==> config.mk <==
export PLATFORM = sky130hd
export DESIGN_NAME = prefetch_fetch_stage_flat
export DESIGN_NICKNAME = d
export VERILOG_FILES = /design/src/rtl/prefetch_fetch_stage_pkg.sv /design/src/rtl/prefetch_fetch_stage_if.sv /design/src/rtl/prefetch_fetch_stage_fetch_queue.sv /design/src/rtl/prefetch_fetch_stage.sv /design/src/flat_wrapper.sv
export SDC_FILE = /design/constraint.sdc
export NUM_CORES = 1
export LEC_CHECK = 0
export BUFFER_PORTS_ARGS = -buffer_cell sky130_fd_sc_hd__buf_2
export CAP_MARGIN = 0
export CORE_ASPECT_RATIO = 0.9
export CORE_MARGIN = 3
export CORE_UTILIZATION = 50
export CTS_CLUSTER_DIAMETER = 100
export DETAILED_ROUTE_END_ITERATION = 8
export GPL_TIMING_DRIVEN = 0
export PLACE_DENSITY_LB_ADDON = 0.1
export SYNTH_ARGS = -nofsm -noshare
export SYNTH_HDL_FRONTEND = slang
export SYNTH_SLANG_ARGS = --single-unit
==> constraint.sdc <==
create_clock -name clock -period 15.7 [get_ports clock]
set_clock_uncertainty 0.2 [all_clocks]
set_input_delay 3.14 -clock clock [delete_from_list [all_inputs] [get_ports clock]]
set_output_delay 3.14 -clock clock [all_outputs]
set_load 0.01 [all_outputs]
==> src/rtl/prefetch_fetch_stage_pkg.sv <==
// Shared types for the prefetching fetch stage: machine word, redirect enables,
// and the queue entry carried toward decode.
package prefetch_fetch_stage_pkg;

    typedef logic [31:0] word;

    typedef enum logic {BRANCH_DISABLE = 1'b0, BRANCH_ENABLE = 1'b1} branch_en_t;
    typedef enum logic {JAL_DISABLE    = 1'b0, JAL_ENABLE    = 1'b1} jal_op_t;
    typedef enum logic {JALR_DISABLE   = 1'b0, JALR_ENABLE   = 1'b1} jalr_op_t;

    typedef struct packed {
        word pc;
        word inst;
    } fetch_entry_t;

    localparam word PC_STEP = 32'd4;

    // Sequential successor address, wrapping at 32 bits.
    function automatic word next_pc(input word pc_in);
        return pc_in + PC_STEP;
    endfunction

endpackage

==> src/rtl/prefetch_fetch_stage_if.sv <==
// Instruction-memory request/response channel and decode-side handshake.
interface prefetch_fetch_stage_if;
    import prefetch_fetch_stage_pkg::*;

    logic imem_req_valid;
    logic imem_req_ready;
    word  imem_req_addr;
    logic imem_resp_valid;
    word  imem_resp_data;
    logic inst_valid;
    logic inst_ready;
    word  instruction_out;
    word  pc;
    word  pc_4;

    modport master (
        output imem_req_valid, imem_req_addr, inst_valid, instruction_out, pc, pc_4,
        input  imem_req_ready, imem_resp_valid, imem_resp_data, inst_ready
    );

    modport slave (
        input  imem_req_valid, imem_req_addr, inst_valid, instruction_out, pc, pc_4,
        output imem_req_ready, imem_resp_valid, imem_resp_data, inst_ready
    );

endinterface

==> src/rtl/prefetch_fetch_stage_fetch_queue.sv <==
// Synchronous FIFO of fetched {pc, instruction} entries; flush wins over push/pop.
module prefetch_fetch_stage_fetch_queue
    import prefetch_fetch_stage_pkg::*;
#(
    parameter int DEPTH = 4,
    parameter int CNT_W = $clog2(DEPTH + 1)
) (
    input  logic               clock,
    input  logic               reset,
    input  logic               push,
    input  fetch_entry_t       push_entry,
    input  logic               pop,
    input  logic               flush,
    output logic               full,
    output logic               empty,
    output logic [CNT_W-1:0]   count,
    output fetch_entry_t       head
);

    localparam int PTR_W = (DEPTH > 1) ? $clog2(DEPTH) : 1;

    fetch_entry_t         mem_r [DEPTH];
    logic [PTR_W-1:0]     wr_ptr_r;
    logic [PTR_W-1:0]     rd_ptr_r;
    logic [CNT_W-1:0]     count_r;
    logic                 do_push_s;
    logic                 do_pop_s;

    // Overflow and underflow attempts are ignored rather than corrupting state.
    always_comb begin
        do_push_s = push && (count_r != CNT_W'(DEPTH));
        do_pop_s  = pop  && (count_r != {CNT_W{1'b0}});
    end

    // Storage, pointers and occupancy.
    always_ff @(posedge clock or posedge reset) begin
        if (reset) begin
            wr_ptr_r <= {PTR_W{1'b0}};
            rd_ptr_r <= {PTR_W{1'b0}};
            count_r  <= {CNT_W{1'b0}};
            for (int i = 0; i < DEPTH; i++) begin
                mem_r[i] <= '{pc: 32'h0000_0000, inst: 32'h0000_0000};
            end
        end else if (flush) begin
            wr_ptr_r <= {PTR_W{1'b0}};
            rd_ptr_r <= {PTR_W{1'b0}};
            count_r  <= {CNT_W{1'b0}};
        end else begin
            if (do_push_s) begin
                mem_r[wr_ptr_r] <= push_entry;
                wr_ptr_r        <= wr_ptr_r + PTR_W'(1'b1);
            end
            if (do_pop_s) begin
                rd_ptr_r <= rd_ptr_r + PTR_W'(1'b1);
            end
            count_r <= count_r + CNT_W'(do_push_s) - CNT_W'(do_pop_s);
        end
    end

    assign full  = (count_r == CNT_W'(DEPTH));
    assign empty = (count_r == {CNT_W{1'b0}});
    assign count = count_r;
    assign head  = mem_r[rd_ptr_r];

endmodule

==> src/rtl/prefetch_fetch_stage.sv <==
// Prefetching fetch stage: issues memory requests ahead of decode, buffers
// responses in an in-order queue, and drops stale responses after a redirect.
module prefetch_fetch_stage
    import prefetch_fetch_stage_pkg::*;
#(
    parameter word RESET_VECTOR    = 32'h0000_0000,
    parameter int  QUEUE_DEPTH     = 4,
    parameter int  MAX_OUTSTANDING = 2
) (
    input  logic                    clock,
    input  logic                    reset,
    input  branch_en_t              branch_en,
    input  jal_op_t                 jal_en,
    input  jalr_op_t                jalr_en,
    input  word                     jump_address,
    prefetch_fetch_stage_if.master  bus
);

    localparam int IF_W = $clog2(MAX_OUTSTANDING + 1);
    localparam int QC_W = $clog2(QUEUE_DEPTH + 1);

    word             fetch_pc_r;
    word             resp_pc_r;
    logic [IF_W-1:0] inflight_r;
    logic [IF_W-1:0] drop_r;

    logic            redirect_s;
    logic            room_s;
    logic            req_valid_s;
    logic            fire_s;
    logic            resp_track_s;
    logic            keep_s;
    logic            pop_s;
    logic            q_full_s;
    logic            q_empty_s;
    logic [QC_W-1:0] q_count_s;
    fetch_entry_t    q_head_s;
    fetch_entry_t    push_entry_s;

    // Request credit: never ask for more than the queue can absorb once every
    // response that will be kept has landed.
    always_comb begin
        redirect_s   = (branch_en == BRANCH_ENABLE) || (jal_en == JAL_ENABLE) ||
                       (jalr_en == JALR_ENABLE);
        room_s       = (32'(q_count_s) + 32'(inflight_r) - 32'(drop_r)) < 32'(QUEUE_DEPTH);
        req_valid_s  = !reset && !redirect_s && room_s &&
                       (32'(inflight_r) < 32'(MAX_OUTSTANDING));
        fire_s       = req_valid_s && bus.imem_req_ready;
        // Responses with nothing outstanding belong to pre-reset requests.
        resp_track_s = bus.imem_resp_valid && (inflight_r != {IF_W{1'b0}});
        keep_s       = resp_track_s && (drop_r == {IF_W{1'b0}}) && !redirect_s;
        pop_s        = !q_empty_s && bus.inst_ready;
        push_entry_s = '{pc: resp_pc_r, inst: bus.imem_resp_data};
    end

    // Fetch/response PC tracking and outstanding-request bookkeeping.
    always_ff @(posedge clock or posedge reset) begin
        if (reset) begin
            fetch_pc_r <= RESET_VECTOR;
            resp_pc_r  <= RESET_VECTOR;
            inflight_r <= {IF_W{1'b0}};
            drop_r     <= {IF_W{1'b0}};
        end else begin
            inflight_r <= inflight_r + IF_W'(fire_s) - IF_W'(resp_track_s);
            if (redirect_s) begin
                fetch_pc_r <= jump_address;
                resp_pc_r  <= jump_address;
                drop_r     <= inflight_r - IF_W'(resp_track_s);
            end else begin
                if (fire_s) begin
                    fetch_pc_r <= next_pc(fetch_pc_r);
                end
                if (keep_s) begin
                    resp_pc_r <= next_pc(resp_pc_r);
                end
                if (resp_track_s && (drop_r != {IF_W{1'b0}})) begin
                    drop_r <= drop_r - IF_W'(1'b1);
                end
            end
        end
    end

    prefetch_fetch_stage_fetch_queue #(
        .DEPTH (QUEUE_DEPTH),
        .CNT_W (QC_W)
    ) u_fetch_queue (
        .clock      (clock),
        .reset      (reset),
        .push       (keep_s && !q_full_s),
        .push_entry (push_entry_s),
        .pop        (pop_s),
        .flush      (redirect_s),
        .full       (q_full_s),
        .empty      (q_empty_s),
        .count      (q_count_s),
        .head       (q_head_s)
    );

    assign bus.imem_req_valid  = req_valid_s;
    assign bus.imem_req_addr   = fetch_pc_r;
    assign bus.inst_valid      = !q_empty_s;
    assign bus.instruction_out = q_empty_s ? 32'h0000_0000 : q_head_s.inst;
    assign bus.pc              = q_empty_s ? 32'h0000_0000 : q_head_s.pc;
    assign bus.pc_4            = q_empty_s ? 32'h0000_0000 : next_pc(q_head_s.pc);

endmodule

==> src/flat_wrapper.sv <==
// flat-port wrapper written by rule: the top's interface ports become plain ports
module prefetch_fetch_stage_flat import prefetch_fetch_stage_pkg::*;
#(
    parameter word RESET_VECTOR    = 32'h0000_0000,
    parameter int  QUEUE_DEPTH     = 4,
    parameter int  MAX_OUTSTANDING = 2
)
  (clock, reset, branch_en, jal_en, jalr_en, jump_address, bus_imem_req_valid, bus_imem_req_addr, bus_inst_valid, bus_instruction_out, bus_pc, bus_pc_4, bus_imem_req_ready, bus_imem_resp_valid, bus_imem_resp_data, bus_inst_ready);
  prefetch_fetch_stage_if bus_i ();
  input  logic clock;
  input  logic reset;
  input  branch_en_t branch_en;
  input  jal_op_t jal_en;
  input  jalr_op_t jalr_en;
  input  word jump_address;
  output wire logic [$bits(bus_i.imem_req_valid)-1:0] bus_imem_req_valid;
  output wire logic [$bits(bus_i.imem_req_addr)-1:0] bus_imem_req_addr;
  output wire logic [$bits(bus_i.inst_valid)-1:0] bus_inst_valid;
  output wire logic [$bits(bus_i.instruction_out)-1:0] bus_instruction_out;
  output wire logic [$bits(bus_i.pc)-1:0] bus_pc;
  output wire logic [$bits(bus_i.pc_4)-1:0] bus_pc_4;
  input wire logic [$bits(bus_i.imem_req_ready)-1:0] bus_imem_req_ready;
  input wire logic [$bits(bus_i.imem_resp_valid)-1:0] bus_imem_resp_valid;
  input wire logic [$bits(bus_i.imem_resp_data)-1:0] bus_imem_resp_data;
  input wire logic [$bits(bus_i.inst_ready)-1:0] bus_inst_ready;
  assign bus_imem_req_valid = bus_i.imem_req_valid;
  assign bus_imem_req_addr = bus_i.imem_req_addr;
  assign bus_inst_valid = bus_i.inst_valid;
  assign bus_instruction_out = bus_i.instruction_out;
  assign bus_pc = bus_i.pc;
  assign bus_pc_4 = bus_i.pc_4;
  assign bus_i.imem_req_ready = bus_imem_req_ready;
  assign bus_i.imem_resp_valid = bus_imem_resp_valid;
  assign bus_i.imem_resp_data = bus_imem_resp_data;
  assign bus_i.inst_ready = bus_inst_ready;
  prefetch_fetch_stage #(.RESET_VECTOR(RESET_VECTOR), .QUEUE_DEPTH(QUEUE_DEPTH), .MAX_OUTSTANDING(MAX_OUTSTANDING)) u_core (.clock(clock), .reset(reset), .branch_en(branch_en), .jal_en(jal_en), .jalr_en(jalr_en), .jump_address(jump_address), .bus(bus_i));
endmodule
# Word level (Yosys, flattened, before mapping)
# Cells that the tools add are included.
# W data, S select, Z words.
# op_classes
eq_ne	2
order_cmp	5
n_addsub	13
bitwise_logic	3
muxes	20
reduce_logical	30
# ops
op	count
$bwmux W256	1
$mux W32	7
$mux W64	3
$bmux W64 S2	1
$demux W64 S2	1
$add A32 B3 Y32 const B	3
$lt A32 B3 Y1 const B	1
$sub A32 B2 Y32	1
$reduce_bool A2 Y1	7
$logic_and A1 B1 Y1	13
$mux W2	6
$ge A3 B3 Y1 const B	2
$not A2 Y3	2
$add A2 B1 Y2 const B	2
$add A3 B2 Y4	1
$logic_not A1 Y1	4
$sub A2 B1 Y2	2
$add A3 B1 Y3	1
$eq A3 B3 Y1 const B	1
$logic_not A3 Y1	1
$lt A3 B1 Y1 const B	1
$mux W3	1
$ne A3 B3 Y1 const B	1
$reduce_bool A3 Y1	1
other kinds (8)	9
# totals
wordCells	88
register_bits	331
inputBits	72
out_inout_bits	130

# Longest topological paths before layout
# Gate-level depths: netlist (run 1).
# depth
depth_word	9
mapped_depth	13
depth_no_buf	12

# Hierarchy
# A second synthesis (run 1) with hierarchy kept.
# hier_totals
hier_cells	1275
area_unflattened_um2	17718.2
# modules_own_cells
module	n_inst	area_per_inst_um2	seq_area_each_um2	cells_each
prefetch_fetch_stage_fetch_queue	1	12756.0	6581.3	669
prefetch_fetch_stage	1	4962.3	1651.6	606

# Worst setup path after synthesis (run 1)
# OpenSTA, ideal clock, no wires.
# synth_path
kind	input to output
start	in jal_en
end	out bus_imem_req_valid
stages	4
required_ns	12.360
setup_slack_ns	8.163
arrival_time_ns	4.197
path_cell_list	or3_1 > buf_6 > nor4_4 > nor2b_1
# synth_between
elab_chain_cells	6
# synth_rtl
element	line	rtl
start, declared	flat_wrapper.sv:13	input jal_op_t jal_en;
$logic_or A1 B1 Y1 (2 in series)	prefetch_fetch_stage.sv:43	redirect_s = (branch_en == BRANCH_ENABLE) || (jal_en == JAL_ENABLE) ||
$logic_not A1 Y1	prefetch_fetch_stage.sv:46	req_valid_s = !reset && !redirect_s && room_s &&
$logic_and A1 B1 Y1 (3 in series)	prefetch_fetch_stage.sv:46	
end, declared	flat_wrapper.sv:16	output wire logic [$bits(bus_i.imem_req_valid)-1:0] bus_imem_req_valid;
# No other way between the ends.

# Final worst setup path (run 1)
# Ends and elaborated chain as after synthesis.

==> impl_metrics.toml, run 1 <==
[clocking]
cts_tree = "built"
h_tree_lvls = 2
cts_setup_buffers = 0
clk_root_buffer_cell = "clkbuf_16"
cts_made_buffers = 36
cts.hold.buffers_added = 0
tritoncts_num_sinks = 329
cts_buffer_depth = 3
cts.reportedPaths.clkPinSlew_ns = 0.06
clock_latency_ns = 0.51
cts.repair.resized = 0

[synth]
synth.avg_cell_area_um2 = 12.8
postSynth.asyncResetShare_pct = 100
synth_top_area_share_pct = 50.3
synth_area_leaders = "dfrtp_1 50%, mux2_2 15%, mux4_2 8.8%"
synth.net_count = 1369
synth_top_area_cell = "dfrtp_1"
mapped_cell_area_um2 = 16400
synth_warnings = 0
synthMostInstantiatedCell = "dfrtp_1"
yosys_reg_bits = 329
synth-seq-area-share_pct = 50.3
synth-edff-count = 0
yosysUniqueCellTypes = 53
syn-instance-count = 1279
ys_dominant_reg_cell = "dfrtp_1"
yosys-top-cells-count = "329 x dfrtp_1, 214 x mux2_2, 79 x nor2_1"

[finish]
multiInputGateArea_um2 = 7640
seqCellArea_um2 = 8230
num_antenna_cells = 0
share_of_post_route_cells_with_drive_strength_above_1_pct = 38.5
fillerInstances = 2673
layoutNonFillerInstCount = 1962
fin_nets = 1610
synthToLayoutAreaGrowth_pct = 17.0

[global_routing]
grt_first_pass_wirelength_mm = 63.1
grt_use_total_pct = 23.0
number_of_antenna_violations_at_the_first_check_in_global_routing = 0
grt_max_degree = 124
global_route.overflow_total = 0
grt_pass1_vias = 11291

[worst_setup_path]
cell_depth_of_the_worst_flop_to_flop_path = 13
required_worst_endpoint_ns = 12.36
worstReg2RegStart = "u_core.u_fetch_queue.count[0]$_DFF_PP0_"
worst-path-max-fanout = 5
setup.worst_path.end_class = "output pin"
cp_most_frequent_cell = "buf_2"
timing.critical_path.buf_inv = 3
category_of_cells_accounting_for_the_largest_share_of_critical_path_delay = "simple AND/OR/NAND/NOR gates"
critical-path-max-stage-delay_ns = 0.39
reg2reg_to = "u_core.bus.imem_req_addr[20]$_DFFE_PP0P_"
worst_endpoint_data_arrival_time_ns = 4.54
launching_element_type_of_the_critical_path = "primary input"
path_cells = "buf_2, or3_1, buf_6, nor4_4, nor2b_1, buf_2"
cp_slowest_cell = "or3_1"
start_to_end_type_of_the_worst_setup_path = "primary input to output pin"
r2r_setup_slack_ns = 11.87

[min_path]
hold_path.startpoint = "u_core.u_fetch_queue.mem_r[107]$_DFFE_PP0P_"
min_delay_worst_endpoint = "u_core.u_fetch_queue.mem_r[107]$_DFFE_PP0P_"
holdPathStages = 2
worst_min_path_class = "register to register"

[sta]
achievable_clock_frequency_ghz = 0.127
fin_crit_ns = 7.88
maxSlewViolCount = 0
final_min_period_over_clock_period_pct = 50.2
final_hold_viol_count = 0
holdWs_ns = 0.282
setup_ws_post_layout_ns = 7.82
tightestPinTransition_ns = 1.04
unrepaired_setup_endpoints_after_global_routing = "no"
setup_viol_count_final = 0
slew_headroom_pct = 30.2

[power_and_ir_drop]
power.share.combinational_pct = 18.7
p_seq_share_pct = 44.3
switchingPower_w = 0.000622
post-layout-total-power_w = 0.00229
max_vdd_drop_v = 0.0000830
clkPwrFrac_pct = 37.0
intPower_w = 0.00166
power.switching_fraction_pct = 27.2
total_leakage_power_nw = 9.15
power-per-cell-area_nw_per_um2 = 119

[status]
outcome = "completed"

[floorplan]
chipWidth_um = 197
design.portCount = 202
core_region_area_um2 = 32100
die_extent_in_y_um = 178
dieArea_um2 = 34900
initial_utilization_pct = 50.9
std_cell_rows = 62

[detailed_routing]
finalWirelength_mm = 39.7
dr_total_vias = 11018
drt-pass1-iter-count = 6
wl_per_cell_um = 20.2
mean_number_of_vias_per_cell = 5.62
drtIter0Drc = 677
postRouteAntennaNets = 0
drc = 0

[placed_design]
io_buffer_count = 201
gpl.final_weighted_congestion = 0.810
dp.final_hpwl_mm = 28.4
placedCellCount = 1898
preCtsSetupSlack_ns = 7.84

[job]
drv_cap = 0
[state kept, by name, indices dropped and copies added, names as in the netlist]
| signal | cells |
|---|---|
| u_core.u_fetch_queue.mem_r | 256 |
| u_core.u_fetch_queue.rd_ptr_r | 2 |
| u_core.resp_pc_r | 31 |
| u_core.u_fetch_queue.wr_ptr_r | 2 |
| u_core.drop_r | 2 |
| u_core.u_fetch_queue.count | 3 |
| u_core.bus.imem_req_addr | 31 |
| u_core.inflight_r | 2 |
[area by class of cell]
cell class                      count  area share (%)
Sequential cell                   329            43.0
Clock inverter                     11           0.627
Multi-Input combinational cell    845            39.9
Tap cell                          416            2.72
Inverter                           24           0.510
Buffer                             81            2.08
Clock buffer                       53            5.63
Timing Repair Buffer              203            5.54
[worst max path at each step]
stage	slack (ns)	startpoint	endpoint	cells past startpoint
2_1_floorplan	3.25	reset	u_core.bus.imem_req_addr[0]$_DFFE_PP0P_	1
3_3_place_gp	-0.69	reset	u_core.u_fetch_queue.mem_r[135]$_DFFE_PP0P_	2
3_5_place_dp	7.84	jal_en	bus_imem_req_valid	6
4_1_cts	7.82	jal_en	bus_imem_req_valid	6
5_1_grt	7.73	jal_en	bus_imem_req_valid	6
6_report	7.82	jal_en	bus_imem_req_valid	6
[cell usage in the layout (no fill, tap or decap), types with 8 or more instances in the layout]
master and instances:
mux4_2 64, o21ai_0 21, xnor2_1 38, nor3_1 19, clkbuf_1 39, inv_1 23
buf_2 222, a21oi_1 53, nor2_1 79, nand2_1 59, mux2_1 29, and4_1 14
a211oi_1 8, xor2_1 40, buf_1 17, mux2_2 214, clkbuf_16 38, ha_1 16
nand3_1 31, nor4_2 8, and2_1 76, dfrtp_1 329, and3_1 11, nand4_1 15
[power groups by stage]
stage                     clock (W)  combinational [W]  sequential (W)
after detailed placement          0           0.000431         0.00103
final                      0.000846           0.000427         0.00101
after floorplan                   0           0.000321         0.00101
after global placement            0           0.000421         0.00102
after CTS                  0.000865           0.000432         0.00101
after global routing       0.000900           0.000475         0.00102
[cells by family (layout without fill, tap and decap cells)]
group / after synthesis / count (layout) / share of synthesized area [%]
and+or+nand+nor: 347 / 347 / 12.1
DFF: 329 / 329 / 50.3
muxes: 309 / 309 / 25.7
buffers and inverters: 105 / 372 / 2.98
AOI/OAI and AO/OA: 93 / 93 / 3.33
xor gates and xnor gates: 78 / 78 / 4.18
adders and majority gates: 18 / 18 / 1.47
[metrics by stage]
step	util [%]	instance area, um2	setup TNS [ns]
2_1_floorplan	-	16400	0
3_3_place_gp	55.7	17900	-220.02
3_5_place_dp	55.9	17900	0
4_1_cts	59.6	19100	0
5_1_grt	59.6	19100	0
6_report	59.6	19100	0
[tightest hold or removal path: stages, from the launching register on]
cell	delay [ns]
dfrtp_1	0.34
nand2_1	0.05
o21ai_0	0.06
[layer usage]
layer | up-vias | share of wire, % | wire length, um | GRT usage, %
li1 | 5072 | - | - | -
met1 | 5641 | 49 | 19400 | 35.3
met2 | 269 | 45 | 17900 | 35.6
met5 | - | 0 | 0 | 0
met4 | 0 | 1.4 | 551 | 4.36
met3 | 36 | 4.7 | 1860 | 2.90
No activity file was read; power rests on OpenSTA's default activity.
==> run 2: changes to the inputs <==
- clock period: 15.7 -> 6.6 ns (I/O delays scaled with it)
==> impl_metrics.toml, run 2 (synthesized netlist as in run 1, its figures left out) <==
[clocking]
cts_buffer_depth = 3
cts_tree = "built"
cts.repair.resized = 0
clk_root_buffer_cell = "clkbuf_16"
cts_setup_buffers = 0
cts.reportedPaths.clkPinSlew_ns = 0.06
h_tree_lvls = 2
cts.hold.buffers_added = 0
tritoncts_num_sinks = 329
cts_made_buffers = 37
clock_latency_ns = 0.53

[power_and_ir_drop]
max_vdd_drop_v = 0.000163
power-per-cell-area_nw_per_um2 = 284
total_leakage_power_nw = 9.21
post-layout-total-power_w = 0.00548

[finish]
fin_nets = 1618
synthToLayoutAreaGrowth_pct = 17.9
max_reg_flops = 256
final_common_cell = "dfrtp_1"
num_antenna_cells = 0
fin_area_um2 = 19300
top_register = "u_core.u_fetch_queue.mem_r"
layout_common_cells = "329 x dfrtp_1, 222 x buf_2, 214 x mux2_2"
share_of_post_route_cells_with_drive_strength_above_1_pct = 38.9

[placed_design]
gpl.final_weighted_congestion = 0.817
place_area_um2 = 18100
io_buffer_count = 201
dp.final_hpwl_mm = 28.6

[sta]
tightestPinTransition_ns = 1.02
unrepaired_setup_endpoints_after_global_routing = "no"
slew_headroom_pct = 31.6
fin_crit_ns = 5.00
maxSlewViolCount = 0
final_hold_viol_count = 0
achievable_clock_frequency_ghz = 0.200
setup_viol_count_final = 0
final_min_period_over_clock_period_pct = 75.8

[detailed_routing]
drc = 0
postRouteAntennaNets = 0
drtIter0Drc = 498
wl_per_cell_um = 20.2
mean_number_of_vias_per_cell = 5.59
drt-pass1-iter-count = 4
dr_total_vias = 11009
finalWirelength_mm = 39.9

[worst_setup_path]
reg2reg_to = "u_core.bus.imem_req_addr[20]$_DFFE_PP0P_"
path_cells = "buf_4, buf_2, mux4_2, ha_1, nand2_1, nor4_4, nand4b_1, xor2_1, nor2_1, buf_2"
start_to_end_type_of_the_worst_setup_path = "register to output pin"
worst-path-max-fanout = 10
destination_of_the_critical_timing_path = "bus_pc_4[28]"
cp_slowest_cell = "nor4_4"
setup.worst_path.start = "u_core.u_fetch_queue.rd_ptr_r[0]$_DFFE_PP0P_"
cell_depth_of_the_worst_flop_to_flop_path = 13
setup.worst_path.end_class = "output pin"
cp_most_frequent_cell = "buf_2"
r2r_setup_slack_ns = 2.75
required_worst_endpoint_ns = 5.08
worstReg2RegStart = "u_core.u_fetch_queue.count[0]$_DFF_PP0_"
critical-path-max-stage-delay_ns = 0.56
launching_element_type_of_the_critical_path = "register"
worst_endpoint_data_arrival_time_ns = 3.48

[status]
outcome = "completed"

[min_path]
worst_min_path_class = "register to register"
hold_path.startpoint = "u_core.u_fetch_queue.mem_r[122]$_DFFE_PP0P_"

[job]
drv_cap = 0

[global_routing]
grt_use_total_pct = 23.3
grt_first_pass_wirelength_mm = 64.0
grt_pass1_vias = 11255
global_route.overflow_total = 0
number_of_antenna_violations_at_the_first_check_in_global_routing = 0
grt_max_degree = 43

[floorplan]
std_cell_rows = 62
chipWidth_um = 197
dieArea_um2 = 34900
die_extent_in_y_um = 178
design.portCount = 202
core_region_area_um2 = 32100
initial_utilization_pct = 50.9
==> run 2: changes by cell type in the layout (fill, tap and decap cells not counted) <==
cell,delta
buf_12,+9
buf_16,-2
clkbuf_1,-1
clkinv_2,+1
clkinv_4,-1
clkinvlp_4,+3
==> run 2: how the worst min path moves through the flow <==
stage | cells past startpoint | to
after floorplan | 2 | u_core.u_fetch_queue.mem_r[122]$_DFFE_PP0P_
after global placement | 2 | u_core.u_fetch_queue.mem_r[189]$_DFFE_PP0P_
after detailed placement | 2 | u_core.u_fetch_queue.mem_r[122]$_DFFE_PP0P_
after CTS | 2 | u_core.u_fetch_queue.mem_r[122]$_DFFE_PP0P_
after global routing | 1 | u_core.u_fetch_queue.mem_r[219]$_DFFE_PP0P_
final | 2 | u_core.u_fetch_queue.mem_r[122]$_DFFE_PP0P_
==> run 2: critical path, delay by kind of cell (launching register included) <==
kind | cells | cell delay, ns
buf+inv | 3 | 0.75
flops | 1 | 0.46
mux | 1 | 0.32
fa+ha+maj | 1 | 0.22
xor+xnor | 1 | 0.17
simple gates | 4 | 1.03
==> run 2: layout make-up <==
class,count,area [um2]
multi-input cells,845,7640
repair buffers,210,1190
plain buffers,81,398
flip-flops and latches,329,8230
fillers,2690,12800
inverters,24,93.8
well taps,416,520
clock inverters,14,143
clock buffers,52,1070
==> run 2: stage by stage <==
stage                     util [%]  worst slack, ns  hold slack, ns  setup TNS [ns]  cells
after floorplan                  -            0.687           0.245               0   1279
after global placement        55.7            -1.40           0.260         -456.17   1896
after detailed placement      56.3             2.12           0.269               0   1905
after CTS                     60.1             1.56           0.281               0   1971
after global routing          60.1             1.38           0.298               0   1971
final                         60.1             1.60           0.277               0   1971
==> run 2: layer usage <==
layer / share of wire, % / up-vias / GRT usage [%]
met2: 44 / 253 / 35.1
li1: - / 5097 / -
met4: 1.4 / 0 / 4.57
met3: 4.1 / 43 / 3.04
met5: 0 / - / 0
met1: 50 / 5616 / 36.5
==> run 2: power breakdown <==
group	switching, W	internal, W
logic	0.000525	0.000499
clock network	0.000831	0.00122
registers	0.000153	0.00226
==> run 3: changes to the inputs <==
- clock period: 6.6 -> 4.61 ns (I/O delays scaled with it)
==> impl_metrics.toml, run 3 (synthesized netlist as in run 1, its figures left out) <==
[status]
outcome = "completed"

[detailed_routing]
dr_total_vias = 11008
postRouteAntennaNets = 0
mean_number_of_vias_per_cell = 5.58
drtIter0Drc = 532
wl_per_cell_um = 20.2
finalWirelength_mm = 39.9
drc = 0
drt-pass1-iter-count = 4

[worst_setup_path]
required_worst_endpoint_ns = 3.49
worst_endpoint_data_arrival_time_ns = 3.33
reg2reg_to = "u_core.bus.imem_req_addr[20]$_DFFE_PP0P_"
launching_element_type_of_the_critical_path = "register"
setup.worst_path.start = "u_core.u_fetch_queue.rd_ptr_r[0]$_DFFE_PP0P_"
cell_depth_of_the_worst_flop_to_flop_path = 13
worstReg2RegStart = "u_core.u_fetch_queue.count[0]$_DFF_PP0_"
destination_of_the_critical_timing_path = "bus_pc_4[16]"
worst-path-max-fanout = 10
r2r_setup_slack_ns = 0.76
start_to_end_type_of_the_worst_setup_path = "register to output pin"
setup.worst_path.end_class = "output pin"

[global_routing]
grt_max_degree = 43
number_of_antenna_violations_at_the_first_check_in_global_routing = 0
grt_use_total_pct = 23.3
global_route.overflow_total = 0
grt_first_pass_wirelength_mm = 64.0
grt_util_met1_pct = 36.5
globalRouteMet2Util_pct = 35.1
grt_pass1_vias = 11258
global_route.usage.met3_pct = 3.04
top_usage_layer = "met1"

[sta]
final_min_period_over_clock_period_pct = 96.5
unrepaired_setup_endpoints_after_global_routing = "no"
achievable_clock_frequency_ghz = 0.225
holdWs_ns = 0.275
tightestPinTransition_ns = 0.775
fin_crit_ns = 4.45
final.setup.tns_ns = 0
final_hold_viol_count = 0
slew_headroom_pct = 48.4
setup_viol_count_final = 0
maxSlewViolCount = 0

[placed_design]
place_area_um2 = 18100
io_buffer_count = 201
dp.final_hpwl_mm = 28.6
gpl.final_weighted_congestion = 0.817

[floorplan]
die_extent_in_y_um = 178
initial_utilization_pct = 50.9
core_region_area_um2 = 32100
chipWidth_um = 197
design.portCount = 202
std_cell_rows = 62
dieArea_um2 = 34900

[finish]
num_antenna_cells = 0
layout_common_cells = "329 x dfrtp_1, 219 x buf_2, 214 x mux2_2"
max_reg_flops = 256
synthToLayoutAreaGrowth_pct = 18.1
fillerInstances = 2684
top_register = "u_core.u_fetch_queue.mem_r"
multiInputGateArea_um2 = 7650
fin_area_um2 = 19300
seqCellArea_um2 = 8230
fin_nets = 1619
final_common_cell = "dfrtp_1"
share_of_post_route_cells_with_drive_strength_above_1_pct = 39.0

[clocking]
cts.reportedPaths.clkPinSlew_ns = 0.06
h_tree_lvls = 2
cts_buffer_depth = 3
cts.hold.buffers_added = 0
cts_made_buffers = 37
cts_tree = "built"
clk_root_buffer_cell = "clkbuf_16"
clock_latency_ns = 0.53
tritoncts_num_sinks = 329

[min_path]
worst_min_path_class = "register to register"

[power_and_ir_drop]
power-per-cell-area_nw_per_um2 = 406
total_leakage_power_nw = 9.21
max_vdd_drop_v = 0.000233

[job]
drv_cap = 0
run 3: changes by cell type in the layout (fill, tap and decap cells not counted):
cell	before	now
nor2_2	1	0
buf_4	7	8
clkbuf_4	0	2
buf_6	4	5
nor3_2	1	2
nor3_1	19	18
buf_2	222	219
nor2_4	0	1
run 3: what timing repair did:
action                     in CTS  in global routing
pin swaps                       1                  1
setup buffers                   1                  0
setup endpoints to repair      10                 24
gates cloned                    0                  0
resized for setup               1                  5
run 3: critical path, stage by stage (launching register included):
cell and delay, ns:
dfrtp_1 0.45, buf_4 0.26, clkbuf_4 0.30, mux4_2 0.29, ha_1 0.22, nand2_1 0.17, nor3_1 0.54, nand3_1 0.17
xor2_1 0.18, nor2_1 0.08, buf_2 0.14
run 3: how the worst min path moves through the flow:
stage                                                      startpoint                                           to  slack, ns  depth (start not counted)
after CTS                 u_core.u_fetch_queue.mem_r[122]$_DFFE_PP0P_  u_core.u_fetch_queue.mem_r[122]$_DFFE_PP0P_       0.28                          2
after floorplan           u_core.u_fetch_queue.mem_r[122]$_DFFE_PP0P_  u_core.u_fetch_queue.mem_r[122]$_DFFE_PP0P_       0.24                          2
after global routing      u_core.u_fetch_queue.mem_r[219]$_DFFE_PP0P_  u_core.u_fetch_queue.mem_r[219]$_DFFE_PP0P_       0.30                          1
final                     u_core.u_fetch_queue.mem_r[122]$_DFFE_PP0P_  u_core.u_fetch_queue.mem_r[122]$_DFFE_PP0P_       0.27                          2
after global placement    u_core.u_fetch_queue.mem_r[189]$_DFFE_PP0P_  u_core.u_fetch_queue.mem_r[189]$_DFFE_PP0P_       0.26                          2
after detailed placement  u_core.u_fetch_queue.mem_r[122]$_DFFE_PP0P_  u_core.u_fetch_queue.mem_r[122]$_DFFE_PP0P_       0.27                          2
run 3: power breakdown:
group	internal [W]	total, W	switching [W]
Clock	0.00175	0.00293	0.00119
Combinational	0.000714	0.00147	0.000754
Sequential	0.00323	0.00345	0.000219
Total	0.00569	0.00785	0.00216
run 3: area by class of cell:
type,instances,area share (%)
Inverter,24,0.486
Sequential cell,329,42.6
Tap cell,416,2.69
Multi-Input combinational cell,845,39.6
Buffer,81,2.12
Timing Repair Buffer,211,6.18
Clock buffer,52,5.56
Clock inverter,14,0.738
run 3: layer usage:
metal,wire length (um),vias to the layer above,share of wire (%)
met5,0,-,0
met1,19900,5614,50
met4,536,0,1.3
met2,17700,261,45
li1,-,5095,-
met3,1720,38,4.3
run 3: stage by stage:
| stage | util, % | setup WS (ns) | total power (W) | instances |
|---|---|---|---|---|
| 6_report | 60.1 | 0.161 | 0.00785 | 1972 |
| 5_1_grt | 60.1 | 0.00348 | 0.00822 | 1972 |
| 4_1_cts | 60.1 | 0.0280 | 0.00791 | 1972 |
| 3_5_place_dp | 56.3 | 0.525 | 0.00496 | 1905 |
| 3_3_place_gp | 55.7 | -3.00 | 0.00491 | 1896 |
| 2_1_floorplan | - | -0.905 | 0.00453 | 1279 |
